[config.mk]
export PLATFORM = sky130hd
export DESIGN_NAME = designs_test_sequencer_flat
export DESIGN_NICKNAME = d
export VERILOG_FILES = /design/src/rtl/designs_test_sequencer_if.sv /design/src/rtl/designs_test_sequencer.sv /design/src/flat_wrapper.sv
export SDC_FILE = /design/constraint.sdc
export NUM_CORES = 1
export LEC_CHECK = 0
export ABC_CLOCK_PERIOD_IN_PS = 5400
export BUFFER_PORTS_ARGS = -buffer_cell sky130_fd_sc_hd__buf_4
export CORE_ASPECT_RATIO = 0.9
export CORE_MARGIN = 4
export CORE_UTILIZATION = 40
export DETAILED_ROUTE_END_ITERATION = 6
export GPL_ROUTABILITY_DRIVEN = 0
export GPL_TIMING_DRIVEN = 0
export SYNTH_ARGS = -nofsm -noshare
export SYNTH_HDL_FRONTEND = slang
export SYNTH_SLANG_ARGS = --single-unit
[constraint.sdc]
create_clock -name i_clock -period 5.4 [get_ports i_clock]
set_input_delay 0.27 -clock i_clock [delete_from_list [all_inputs] [get_ports i_clock]]
set_output_delay 0.27 -clock i_clock [all_outputs]
set_load 0.01 [all_outputs]
[src/rtl/designs_test_sequencer_if.sv]
// Pad-side bundle between the test sequencer and the designs wrapper.
// The master end is the sequencer; the slave end is the wrapper/pads.
interface designs_test_sequencer_if;
    logic       i_test;
    logic [3:0] i_done;
    logic [3:0] i_pass;
    logic [3:0] o_enable;
    logic       o_design_rst;
    logic       o_busy;
    logic [4:0] o_result;

    modport master (
        input  i_test,
        input  i_done,
        input  i_pass,
        output o_enable,
        output o_design_rst,
        output o_busy,
        output o_result
    );

    modport slave (
        output i_test,
        output i_done,
        output i_pass,
        input  o_enable,
        input  o_design_rst,
        input  o_busy,
        input  o_result
    );
endinterface

[src/rtl/designs_test_sequencer.sv]
// Runs the four wrapped designs in turn: settle in reset, run to done or
// timeout, record pass flags. All outputs are registered.
module designs_test_sequencer #(
    parameter int SETTLE_CYCLES  = 4,
    parameter int TIMEOUT_CYCLES = 1000,
    parameter int CNT_W          = 16
) (
    input  logic i_clock,
    input  logic i_reset,
    designs_test_sequencer_if.master bus
);

    typedef enum logic [2:0] {
        IDLE, SETTLE, RUN, RECORD, DONE
    } state_e;

    localparam logic [CNT_W-1:0] SET_LAST = CNT_W'(SETTLE_CYCLES - 1);
    localparam logic [CNT_W-1:0] TO_LAST  = CNT_W'(TIMEOUT_CYCLES - 1);

    state_e           state_q, state_d;
    logic [1:0]       sync_q, sync_d;
    logic [1:0]       idx_q, idx_d;
    logic [CNT_W-1:0] cnt_q, cnt_d;
    logic             pass_q, pass_d;
    logic [4:0]       result_q, result_d;
    logic [3:0]       enable_q, enable_d;
    logic             drst_q, drst_d;
    logic             busy_q, busy_d;
    logic             test_s;

    assign test_s = sync_q[1];
    assign sync_d = {sync_q[0], bus.i_test};

    always_ff @(posedge i_clock or posedge i_reset) begin
        if (i_reset) begin
            state_q  <= IDLE;
            sync_q   <= '0;
            idx_q    <= '0;
            cnt_q    <= '0;
            pass_q   <= 1'b0;
            result_q <= '0;
            enable_q <= '0;
            drst_q   <= 1'b0;
            busy_q   <= 1'b0;
        end else begin
            state_q  <= state_d;
            sync_q   <= sync_d;
            idx_q    <= idx_d;
            cnt_q    <= cnt_d;
            pass_q   <= pass_d;
            result_q <= result_d;
            enable_q <= enable_d;
            drst_q   <= drst_d;
            busy_q   <= busy_d;
        end
    end

    always_comb begin
        state_d = state_q;
        idx_d   = idx_q;
        cnt_d   = cnt_q + CNT_W'(1);
        pass_d  = pass_q;
        unique case (state_q)
            IDLE: begin
                idx_d = '0;
                cnt_d = '0;
                if (test_s) state_d = SETTLE;
            end
            SETTLE: begin
                if (!test_s) begin
                    state_d = IDLE;
                    cnt_d   = '0;
                end else if (cnt_q == SET_LAST) begin
                    state_d = RUN;
                    cnt_d   = '0;
                end
            end
            RUN: begin
                // done is checked first so it beats a same-cycle timeout
                if (!test_s) begin
                    state_d = IDLE;
                    cnt_d   = '0;
                end else if (bus.i_done[idx_q]) begin
                    state_d = RECORD;
                    pass_d  = bus.i_pass[idx_q];
                    cnt_d   = '0;
                end else if (cnt_q == TO_LAST) begin
                    state_d = RECORD;
                    pass_d  = 1'b0;
                    cnt_d   = '0;
                end
            end
            RECORD: begin
                cnt_d = '0;
                if (!test_s) begin
                    state_d = IDLE;
                end else if (idx_q == 2'd3) begin
                    state_d = DONE;
                end else begin
                    state_d = SETTLE;
                    idx_d   = idx_q + 2'd1;
                end
            end
            DONE: begin
                cnt_d = '0;
                if (!test_s) state_d = IDLE;
            end
            default: begin
                state_d = IDLE;
                cnt_d   = '0;
            end
        endcase
    end

    always_comb begin
        enable_d = '0;
        drst_d   = 1'b0;
        busy_d   = 1'b0;
        result_d = result_q;
        if (state_q == RECORD) result_d[idx_q] = pass_q;
        unique case (state_d)
            SETTLE: begin
                enable_d = 4'b0001 << idx_d;
                drst_d   = 1'b1;
                busy_d   = 1'b1;
            end
            RUN, RECORD: begin
                enable_d = 4'b0001 << idx_d;
                busy_d   = 1'b1;
            end
            DONE:    result_d[4] = 1'b1;
            default: result_d = '0;
        endcase
    end

    assign bus.o_enable     = enable_q;
    assign bus.o_design_rst = drst_q;
    assign bus.o_busy       = busy_q;
    assign bus.o_result     = result_q;

endmodule

[src/flat_wrapper.sv]
// flat-port wrapper written by rule: the top's interface ports become plain ports
module designs_test_sequencer_flat 
#(
    parameter int SETTLE_CYCLES  = 4,
    parameter int TIMEOUT_CYCLES = 1000,
    parameter int CNT_W          = 16
)
  (i_clock, i_reset, bus_i_test, bus_i_done, bus_i_pass, bus_o_enable, bus_o_design_rst, bus_o_busy, bus_o_result);
  designs_test_sequencer_if bus_i ();
  input  logic i_clock;
  input  logic i_reset;
  input wire logic [$bits(bus_i.i_test)-1:0] bus_i_test;
  input wire logic [$bits(bus_i.i_done)-1:0] bus_i_done;
  input wire logic [$bits(bus_i.i_pass)-1:0] bus_i_pass;
  output wire logic [$bits(bus_i.o_enable)-1:0] bus_o_enable;
  output wire logic [$bits(bus_i.o_design_rst)-1:0] bus_o_design_rst;
  output wire logic [$bits(bus_i.o_busy)-1:0] bus_o_busy;
  output wire logic [$bits(bus_i.o_result)-1:0] bus_o_result;
  assign bus_i.i_test = bus_i_test;
  assign bus_i.i_done = bus_i_done;
  assign bus_i.i_pass = bus_i_pass;
  assign bus_o_enable = bus_i.o_enable;
  assign bus_o_design_rst = bus_i.o_design_rst;
  assign bus_o_busy = bus_i.o_busy;
  assign bus_o_result = bus_i.o_result;
  designs_test_sequencer #(.SETTLE_CYCLES(SETTLE_CYCLES), .TIMEOUT_CYCLES(TIMEOUT_CYCLES), .CNT_W(CNT_W)) u_core (.i_clock(i_clock), .i_reset(i_reset), .bus(bus_i));
endmodule
### Word-level counts from Yosys, hierarchy flattened

Cells that the tools add are included.

* register bits: 35
* latch bits: 0
* memory bits (writable): 0
* memory bits (read-only): 0
* input bits: 11
* output and inout bits: 11
* word-level logic and storage cells: 69
* memories: 0

* add/subtract/negate cells: 2
* $mul: 0
* divide/modulo/power cells: 0
* order comparisons: 3
* equality and inequality tests: 13
* shift operators: 1
* multiplexer cells: 34
* bitwise operators: 0
* reduce and logical (&&, ||, !) cells: 6

Operators by type and width (count)
* 2-to-1 mux 16 bit: 5
* one-hot mux 16 bit (2 select lines): 1
* 2-to-1 mux 3 bit: 9
* adder 16 x 1 -> 16 bit (second input constant): 1
* equality test 16 x 10 -> 1 bit (second input constant): 1
* equality test 16 x 2 -> 1 bit (second input constant): 1
* one-hot mux 3 bit (5 select lines): 1
* equality test 3 x 2 -> 1 bit (second input constant): 4
* 2-to-1 mux 4 bit: 2
* 2-to-1 mux 1 bit: 7
* equality test 3 x 1 -> 1 bit (second input constant): 2
* equality test 3 bit (second input constant): 2
* bitwise mux 5 bit: 1
* 2-to-1 mux 5 bit: 1
* binary-select mux 1 bit (select 2 bit): 2
* less-than comparator 2 x 4 -> 1 bit (second input constant): 1
* 2-to-1 mux 2 bit: 2
* inequality test 2 x 1 -> 1 bit (second input constant): 2
* one-hot mux 2 bit (2 select lines): 1
* OR reduction 4 bit: 1
* << shifter 1 x 2 -> 4 bit (first input constant): 1
* zero test 3 bit: 1
* less-than comparator 2 x 3 -> 1 bit (second input constant): 1
* AND reduction 3 bit: 1
* other kinds (8): 8

### Longest topological paths before layout

Gate-level depths: netlist of the first run.

* depth after elaboration: 8
* mapped depth: 7
* depth with buffers taken out: 5

### Least setup slack after synthesis of the first run

No wires, ideal clock.

* path kind: register -> register
* start: register u_core.cnt_q[0]
* end: register u_core.cnt_q[10]
* setup time: 73 ps
* arrival time: 1702 ps
* required time: 5327 ps
* path slack: 3625 ps
* stages on the path, launching flop included: 8
* path buffers: 2
* period minus slack after synthesis: 1775 ps
* cell sequence: dfrtp_1 > ha_1 > and3_1 > and4_1 > or3b_1 > buf_6 > buf_12 > a21oi_2

* longest elaborated chain between the ends: 5
* elaborated cells on any way between the ends: 9
* those cells by class: 1 x add/sub; 2 x eq/ne; 6 x mux

Ends and longest elaborated chain
* from (decl): RTL line designs_test_sequencer.sv:23 `logic [CNT_W-1:0] cnt_q, cnt_d;`
* from (signal assigned): RTL line designs_test_sequencer.sv:49 `cnt_q <= cnt_d;`
* adder 16 x 1 -> 16 bit or equality test 16 x 10 -> 1 bit (tied branches): RTL line designs_test_sequencer.sv:61, designs_test_sequencer.sv:87
* 2-to-1 mux 16 bit: RTL line designs_test_sequencer.sv:87 `end else if (cnt_q == TO_LAST) begin`
* 2-to-1 mux 16 bit: RTL line designs_test_sequencer.sv:83 `end else if (bus.i_done[idx_q]) begin`
* 2-to-1 mux 16 bit: RTL line designs_test_sequencer.sv:80 `if (!test_s) begin`
* one-hot mux 16 bit (2 select lines) (*): RTL line designs_test_sequencer.sv:63 `unique case (state_q)`
* via u_core.cnt_d[10]: RTL line designs_test_sequencer.sv:23

The timed path passes the listed nets; every way through them passes the cells marked *.
A chain may end at the register's enable or synchronous reset.

### Worst setup path after layout of the first run

* start: register u_core.cnt_q[0]
* end: register u_core.cnt_q[4]

The elaborated chain is that of the path after synthesis.

==> results of run 1 <==
## cell usage after synthesis, drive strengths merged, types with 3 or more instances
| cell | count | area share |
|---|---|---|
| a21oi | 19 | 0.075 |
| a22oi | 3 | 0.013 |
| and4 | 4 | 0.020 |
| buf | 5 | 0.025 |
| clkbuf | 4 | 0.0085 |
| dfrtp | 35 | 0.49 |
| inv | 4 | 0.0085 |
| mux2i | 4 | 0.023 |
| nand2 | 10 | 0.021 |
| nand3 | 6 | 0.017 |
| nand4 | 6 | 0.021 |
| nor2 | 16 | 0.034 |
| nor3 | 9 | 0.025 |
| o21ai | 6 | 0.017 |
| or3 | 4 | 0.014 |
| xnor2 | 5 | 0.025 |
| xor2 | 7 | 0.035 |
## critical path, stage by stage (launching register included)
cell,delay (ns)
dfrtp_1,0.38
ha_1,0.24
nor4b_1,0.28
nand4_1,0.23
nand4_1,0.32
buf_2,0.37
a21oi_2,0.10
## power groups by stage
stage                     clock (uW)  combinational (uW)  sequential [uW]
after detailed placement           0                25.9              272
after floorplan                    0                13.6              273
after CTS                        212                25.9              268
final                            206                25.2              268
after global placement             0                24.9              272
after global routing             226                28.4              268
## sequential cells by signal, summed over array words and instances (netlist names), 2 cells and up
register and count:
u_core.cnt_q 16, u_core.bus.o_result 5, u_core.bus.o_enable 4, u_core.state_q 3
u_core.idx_q 2, u_core.sync_q 2
## worst paths after layout
| kind | depth (start not counted) | end | startpoint | slack, ns |
|---|---|---|---|---|
| max in group asynchronous | 2 | u_core.bus.o_result[0] | i_reset | 4.83 |
| worst min register to register | 0 | u_core.sync_q[1] | u_core.sync_q[0] | 0.37 |
| worst min-delay path | 1 | u_core.sync_q[0] | bus_i_test | 0.09 |
| worst max register to register | 6 | u_core.cnt_q[4] | u_core.cnt_q[0] | 3.36 |
| worst max-delay path | 6 | u_core.cnt_q[4] | u_core.cnt_q[0] | 3.36 |
| min in group asynchronous | 2 | u_core.cnt_q[6] | i_reset | 0.11 |
## metal layers
metal | share of wire | up-vias
li1 | - | 669
met1 | 0.49 | 662
met2 | 0.44 | 34
met3 | 0.044 | 11
met4 | 0.024 | 0
met5 | 0 | -
## logic make-up after synthesis
group                    count (synthesis)  share of synthesized area
AO/OA/AOI/OAI                           34                      0.133
buffers and inverters                   13                     0.0424
flip-flops                              35                      0.494
AND/OR/NAND/NOR                         70                      0.214
adder cells (fa/ha/maj)                  1                    0.00706
multiplexers                             6                     0.0501
XOR/XNOR                                12                     0.0593
## through the flow
step                      instances  worst slack [ns]  total power [uW]  hold WS [ns]
after floorplan                 171              3.62               286         0.301
after global placement          252              3.43               297         0.339
final                           260              3.36               499        0.0918
after global routing            260              3.15               522        0.0739
after CTS                       260              3.36               505        0.0864
after detailed placement        252              3.38               298         0.352
## area by class of cell
type | count | area [sq um] | share of cell area
inverters | 4 | 15.0 | 0.00713
multi-input cells | 123 | 821 | 0.390
plain buffers | 9 | 60.1 | 0.0285
repair buffers | 21 | 158 | 0.0749
well taps | 60 | 75.1 | 0.0357
clock buffers | 8 | 100 | 0.0476
flip-flops and latches | 35 | 876 | 0.416
==> flow_summary_export.csv, run 1 <==
group,metric,value,unit
power,peakVddDrop,0.157,mV
clock_tree,cts.clk_slew.worst_paths,0.07,ns
global_routing,grt_remaining_overflow,0,
clock_tree,cts_setup_buffers,0,
floorplan,start_util,0.423,
sta,finClkSkew,0.00820,ns
clock_tree,numCtsBuffers,5,
placement,dpl.hpwl,2.63,mm
cells_and_area,fillers,384,
sta,slew_violations,0,
global_routing,busiest_layer,"met2",
clock_tree,insertion_delay,0.29,ns
clock_tree,clk_path_buf_depth,2,
synthesis,synth_cells,171,
power,seqPwrFrac,0.536,
global_routing,grt_pass1_vias,1356,
synthesis,ys_seq_area_frac,0.494,
drt,vias,1376,
sta,setup_violations,0,
status,status,"finished clean",
power,p_sw,107,uW
worst_setup_path,worstSetupPathType,"reg -> reg",
floorplan,core_area,4180,sq um
synthesis,avgSynthCellArea,10.4,sq um
placement,dpl_cell_area,2000,sq um
floorplan,fp.dieArea,5560,sq um
run,maxCapViolations,0,
global_routing,grt_usage,0.141,
clock_tree,cts_root_buf,"clkbuf_8",
cells_and_area,drive_gt1_frac,0.225,
floorplan,die_h,71.1,um
cells_and_area,finalNetCount,211,
floorplan,core.rowCount,22,
sta,tns,0,ns
cells_and_area,layout_commonest_cell,"dfrtp_1",
clock_tree,cts_hold_buf,0,
clock_tree,cts_num_sinks,35,
floorplan,fp.dieW,78.2,um
power,p_int,392,uW
sta,maxSlewHeadroom,0.517,
synthesis,synthFlopType,"dfrtp_1",
sta,rsz0062_at_grt,"false",
clock_tree,cts_resized,0,
power,power.leakage,0.000873,uW
synthesis,synthArstFlopShare,1.00,
drt,drt_iter0_markers,74,
synthesis,yosys_register_bits,35,
power,p_comb_frac,0.051,
sta,max_freq,490,MHz
worst_setup_path,startpoint_type,"flop",
power,cellPowerDensity,237,nW/um^2
worst_setup_path,worstPathArrival,2.20,ns
global_routing,use_met3,0.0471,
sta,hold_viol,0,
drt,drt-total-wl,3.56,mm
global_routing,grt.met1_usage,0.185,
clock_tree,ctsHtreeMaxLevel,2,
drt,dr.pass1.iters,4,
floorplan,ioPinCount,22,
cells_and_area,final_cell_mix,"dfrtp_1 (35), buf_4 (21), nor2_1 (16)",
power,swShare,0.215,
placement,numPortBuffers,21,
cells_and_area,stdcell_area,2100,sq um
cells_and_area,diodes,0,
sta,period_needed,2.04,ns
clock_tree,cts_tree,"yes",
drt,drc_errors,0,
sta,fin_crit_sh,0.378,
global_routing,grt_util_met2,0.211,
min_path,hp-class,"in -> reg",
global_routing,grt_pass1_wl,6.16,mm
synthesis,synth-edff-count,0,
global_routing,antenna_found_initial,0,
worst_setup_path,endpoint_kind,"flop",
synthesis,synth_warnings,0,
drt,ant_nets,0,
synthesis,syn_nets,183,
synthesis,synth_area,1770,sq um
worst_setup_path,critPathRequiredTime,5.56,ns
global_routing,grt_max_degree,36,
power,clkPwrFrac,0.413,
synthesis,ys_types,42,
cells_and_area,post-route-util,0.503,
worst_setup_path,path_max_fanout,10,
sta,tightestPinTransition,0.724,ns
drt,drt-vias-per-instance,5.29,
cells_and_area,area_growth,18.8,%
drt,routedWlPerCell,13.7,um
No activity file was read; power rests on OpenSTA's default activity.
==> run 2: changes to the inputs <==
--- a/config.mk
+++ b/config.mk
@@ -5,7 +5,7 @@
 export SDC_FILE = /design/constraint.sdc
 export NUM_CORES = 1
 export LEC_CHECK = 0
-export ABC_CLOCK_PERIOD_IN_PS = 5400
+export ABC_CLOCK_PERIOD_IN_PS = 1650
 export BUFFER_PORTS_ARGS = -buffer_cell sky130_fd_sc_hd__buf_4
 export CORE_ASPECT_RATIO = 0.9
 export CORE_MARGIN = 4
==> constraint.sdc (replaced) <==
create_clock -name i_clock -period 1.65 [get_ports i_clock]
set_input_delay 0.0825 -clock i_clock [delete_from_list [all_inputs] [get_ports i_clock]]
set_output_delay 0.0825 -clock i_clock [all_outputs]
set_load 0.01 [all_outputs]
==> flow_summary_export.csv, run 2 (same netlist as run 1, synthesis figures left out) <==
group,metric,value,unit
drt,drc_errors,0,
clock_tree,cts_tree,"yes",
sta,period_needed,1.77,ns
global_routing,antenna_found_initial,0,
drt,vias,1424,
worst_setup_path,worstSetupPathType,"reg -> reg",
cells_and_area,final_cell_mix,"buf_4 (34), dfrtp_1 (32), nor2_1 (15)",
cells_and_area,finalNetCount,227,
cells_and_area,diodes,0,
drt,dr.pass1.iters,4,
drt,ant_nets,0,
power,power.leakage,0.000963,uW
status,status,"finished, violations left",
drt,drt-vias-per-instance,5.16,
clock_tree,clk_path_buf_depth,2,
placement,dpl_cell_area,2010,sq um
floorplan,start_util,0.423,
sta,rsz0062_at_grt,"true",
cells_and_area,drive_gt1_frac,0.366,
global_routing,grt_max_degree,36,
clock_tree,numCtsBuffers,5,
status,violations,"negative setup slack",
cells_and_area,largest_register_ffs,16,
power,cellPowerDensity,713,nW/um^2
cells_and_area,area_growth,32.0,%
power,peakVddDrop,0.557,mV
sta,fin_crit_sh,1.07,
cells_and_area,regMostFlops,"u_core.cnt_q",
worst_setup_path,r2r-end,"u_core.cnt_q[7]",
floorplan,fp.dieW,78.2,um
floorplan,die_h,71.1,um
worst_setup_path,critPathRequiredTime,1.86,ns
sta,hold_ws,0.294,ns
floorplan,ioPinCount,22,
global_routing,grt_remaining_overflow,0,
sta,fin_ws,-0.119,ns
sta,setup_violations,15,
worst_setup_path,endpoint_kind,"flop",
sta,hold_viol,0,
clock_tree,insertion_delay,0.28,ns
min_path,hp-class,"in -> reg",
cells_and_area,stdcell_count,276,
cells_and_area,layout_commonest_cell,"buf_4",
sta,tightestPinTransition,0.728,ns
clock_tree,cts.clk_slew.worst_paths,0.07,ns
worst_setup_path,crit_start,"u_core.cnt_q[1]",
placement,dp_cells,252,
global_routing,grt_pass1_wl,6.78,mm
sta,max_freq,565,MHz
floorplan,core.rowCount,22,
sta,finClkSkew,0.00253,ns
worst_setup_path,worstPathArrival,1.98,ns
floorplan,fp.dieArea,5560,sq um
placement,numPortBuffers,21,
worst_setup_path,startpoint_type,"flop",
global_routing,grt_pass1_vias,1478,
worst_setup_path,r2r_slack,-0.12,ns
cells_and_area,stdcell_area,2340,sq um
floorplan,core_area,4180,sq um
clock_tree,cts_root_buf,"clkbuf_8",
drt,drt-total-wl,3.98,mm
drt,routedWlPerCell,14.4,um
worst_setup_path,cp-endpoint,"u_core.cnt_q[7]",
power,power.total,1670,uW
run,maxCapViolations,0,
clock_tree,ctsHtreeMaxLevel,2,
worst_setup_path,r2r_start,"u_core.cnt_q[1]",
drt,drt_iter0_markers,94,
clock_tree,cts_num_sinks,35,
placement,dpl.hpwl,2.63,mm
sta,maxSlewHeadroom,0.514,
sta,slew_violations,0,
worst_setup_path,worstRegToRegCells,6,
global_routing,grt_usage,0.153,
worst_setup_path,path_max_fanout,10,
-- run 2: power by group --
part	internal, uW	switching, uW
clock network	380	312
registers	868	7.07
logic	44.6	56.3
-- run 2: per-layer routing --
layer,wire [um],up-vias,global-route usage
li1,-,705,-
met1,1910,697,0.202
met2,1900,20,0.239
met3,147,2,0.0458
met4,19,0,0.0544
met5,0,-,0
-- run 2: cell type report --
class                      count  area (sq um)
buffer                         8          61.3
clock buffer                   7          96.3
clock inverter                 1          7.51
fill                         377          1850
inverter                       4          15.0
multi-input combinational    123           906
sequential                    35           880
tap                           60          75.1
timing repair buffer          38           298
-- run 2: worst min-delay path by stage --
| stage | from | endpoint | slack, ns | cells after the start |
|---|---|---|---|---|
| global placement | bus_i_test | u_core.sync_q[0] | 0.19 | 1 |
| CTS | i_reset | u_core.sync_q[0] | 0.22 | 2 |
| global route | bus_i_pass[0] | u_core.pass_q | 0.32 | 3 |
| detailed placement | bus_i_test | u_core.sync_q[0] | 0.19 | 1 |
| finish | bus_i_pass[3] | u_core.pass_q | 0.29 | 3 |
| floorplan | bus_i_test | u_core.sync_q[0] | 0.11 | 0 |
-- run 2: what timing repair did --
item / CTS / global route
resized for setup: 8 / 18
hold buffers: 1 / 1
hold endpoints to repair: 1 / 29
setup buffers: 13 / 2
pin swaps: 4 / 2
endpoints found under the setup margin: 17 / 20
-- run 2: critical path, cell delays in order (launching register included) --
cell and delay (ns):
dfrtp_1 0.39, ha_2 0.20, and3_4 0.16, and4_4 0.18, or3b_4 0.47, buf_12 0.18, a21oi_2 0.11
-- run 2: per-stage QoR --
stage	TNS, ns	util	setup WS [ns]
after detailed placement	-3.98	0.480	-0.337
after CTS	-1.61	0.536	-0.158
after floorplan	-1.08	-	-0.0966
after global placement	-3.54	0.480	-0.303
after global routing	-2.21	0.559	-0.168
final	-1.38	0.559	-0.119
==> run 3: changes to the inputs <==
--- a/config.mk
+++ b/config.mk
@@ -5,11 +5,12 @@
 export SDC_FILE = /design/constraint.sdc
 export NUM_CORES = 1
 export LEC_CHECK = 0
-export ABC_CLOCK_PERIOD_IN_PS = 1650
+export ABC_CLOCK_PERIOD_IN_PS = 1600
 export BUFFER_PORTS_ARGS = -buffer_cell sky130_fd_sc_hd__buf_4
 export CORE_ASPECT_RATIO = 0.9
 export CORE_MARGIN = 4
 export CORE_UTILIZATION = 40
+export CTS_BUF_LIST = sky130_fd_sc_hd__clkbuf_16
 export DETAILED_ROUTE_END_ITERATION = 6
 export GPL_ROUTABILITY_DRIVEN = 0
 export GPL_TIMING_DRIVEN = 0
==> constraint.sdc (replaced) <==
create_clock -name i_clock -period 1.6 [get_ports i_clock]
set_input_delay 0.08 -clock i_clock [delete_from_list [all_inputs] [get_ports i_clock]]
set_output_delay 0.08 -clock i_clock [all_outputs]
set_load 0.01 [all_outputs]
==> flow_summary_export.csv, run 3 (same netlist as run 1, synthesis figures left out) <==
group,metric,value,unit
sta,hold_ws,-0.0688,ns
global_routing,grt_remaining_overflow,0,
cells_and_area,area_growth,32.8,%
worst_setup_path,worstSetupPathType,"reg -> reg",
cells_and_area,regMostFlops,"u_core.cnt_q",
cells_and_area,finalNetCount,226,
power,clkPwrFrac,0.474,
clock_tree,cts.clk_slew.worst_paths,0.06,ns
worst_setup_path,crit_start,"u_core.cnt_q[1]",
worst_setup_path,r2r-end,"u_core.cnt_q[12]",
sta,tightestPinTransition,0.726,ns
drt,drt_iter0_markers,81,
placement,numPortBuffers,21,
global_routing,grt_pass1_vias,1478,
worst_setup_path,path_max_fanout,10,
drt,dr.pass1.iters,4,
worst_setup_path,endpoint_kind,"flop",
floorplan,start_util,0.423,
drt,drt-vias-per-instance,5.35,
run,maxCapViolations,0,
worst_setup_path,r2r_start,"u_core.cnt_q[1]",
floorplan,fp.dieArea,5560,sq um
drt,ant_nets,0,
power,p_int,1500,uW
sta,setup_violations,17,
clock_tree,cts_tree,"yes",
power,power.leakage,0.000995,uW
cells_and_area,post-route-util,0.562,
clock_tree,cts_num_sinks,35,
sta,maxSlewHeadroom,0.515,
clock_tree,ctsHtreeMaxLevel,2,
global_routing,grt_max_degree,36,
power,cellPowerDensity,812,nW/um^2
worst_setup_path,r2r_slack,-0.19,ns
sta,slew_violations,0,
global_routing,antenna_found_initial,0,
sta,period_needed,1.79,ns
clock_tree,cts_root_buf,"clkbuf_16",
floorplan,fp.dieW,78.2,um
global_routing,grt_usage,0.154,
cells_and_area,final_cell_mix,"buf_4 (36), dfrtp_1 (32), nor2_1 (15)",
floorplan,core_area,4180,sq um
sta,max_freq,558,MHz
sta,rsz0062_at_grt,"true",
drt,drt-total-wl,4.02,mm
power,p_sw,407,uW
sta,fin_crit_sh,1.12,
worst_setup_path,worstPathArrival,1.99,ns
cells_and_area,drive_gt1_frac,0.353,
min_path,hp-class,"in -> async",
floorplan,ioPinCount,22,
worst_setup_path,worstRegToRegCells,7,
clock_tree,numCtsBuffers,5,
drt,drc_errors,0,
global_routing,grt_pass1_wl,6.84,mm
floorplan,core.rowCount,22,
clock_tree,insertion_delay,0.28,ns
status,status,"finished, violations left",
cells_and_area,layout_commonest_cell,"buf_4",
cells_and_area,largest_register_ffs,16,
clock_tree,clk_path_buf_depth,2,
power,seqPwrFrac,0.473,
drt,routedWlPerCell,14.6,um
sta,finClkSkew,0.00629,ns
sta,fin_ws,-0.192,ns
power,peakVddDrop,0.603,mV
worst_setup_path,cp-endpoint,"u_core.cnt_q[12]",
placement,dpl.hpwl,2.67,mm
floorplan,die_h,71.1,um
sta,tns,-2.47,ns
worst_setup_path,critPathRequiredTime,1.80,ns
worst_setup_path,startpoint_type,"flop",
placement,pre_cts_slack,-0.442,ns
power,swShare,0.213,
power,p_comb_frac,0.053,
sta,hold_viol,35,
status,violations,"negative hold slack, negative setup slack",
drt,vias,1472,
cells_and_area,diodes,0,
run 3: changes by cell type in the layout (fill, tap and decap cells not counted), sizes merged:
cell         change
clkbuf           -2
clkinv           +1
clkinvlp         -1
dlygate4sd3      -1
inv              +2
run 3: worst max-delay path, stage by stage (launching register included):
cell and delay [ns]:
dfrtp_1 0.39, ha_2 0.20, and3_1 0.16, and4_4 0.19, or3b_1 0.36, buf_6 0.15
buf_12 0.15, a21oi_4 0.12
run 3: metrics by stage:
stage	cells	cell area [sq um]	hold WS (ns)	total power, uW
final	275	2350	-0.0688	1910
after global routing	275	2350	0.0149	1980
after CTS	275	2310	0.235	1920
after detailed placement	252	2010	0.196	1010
after global placement	252	2010	0.189	1000
after floorplan	171	1770	0.111	966
run 3: worst min-delay path by stage:
| stage | slack, ns | end | cells after the start |
|---|---|---|---|
| after detailed placement | 0.20 | u_core.sync_q[0] | 1 |
| after global routing | 0.01 | u_core.bus.o_busy | 2 |
| after global placement | 0.19 | u_core.sync_q[0] | 1 |
| after CTS | 0.23 | u_core.cnt_q[8] | 2 |
| after floorplan | 0.11 | u_core.sync_q[0] | 0 |
| final | -0.07 | u_core.cnt_q[8] | 2 |
run 3: power groups by stage:
stage	clock network, uW	logic [uW]	registers [uW]
final	905	101	904
after global routing	961	114	905
after CTS	917	102	904
after detailed placement	0	86.9	920
after global placement	0	83.8	919
after floorplan	0	46.0	920
run 3: timing repair:
item	4_1_cts	5_1_grt
endpoints found under the hold margin	1	0
buffers inserted	14	1
pin swaps	5	3
setup endpoints to repair	17	23
gates resized for setup	14	12
hold buffers	1	0
cloned	0	0
run 3: area by class of cell:
cell class              count  area (sq um)
well taps                  60          75.1
repair buffers             37           280
clock buffers               5           125
inverters                   4          15.0
flip-flops and latches     35           880
clock inverters             3          12.5
multi-input cells         123           893
plain buffers               8          71.3
fillers                   368          1830
run 3: routing by layer:
| layer | wire length (um) | track usage | up-vias |
|---|---|---|---|
| met3 | 199 | 0.0344 | 6 |
| met1 | 1940 | 0.207 | 717 |
| met2 | 1830 | 0.250 | 44 |
| met5 | 0 | 0 | - |
| met4 | 42 | 0.0466 | 0 |
| li1 | - | - | 705 |
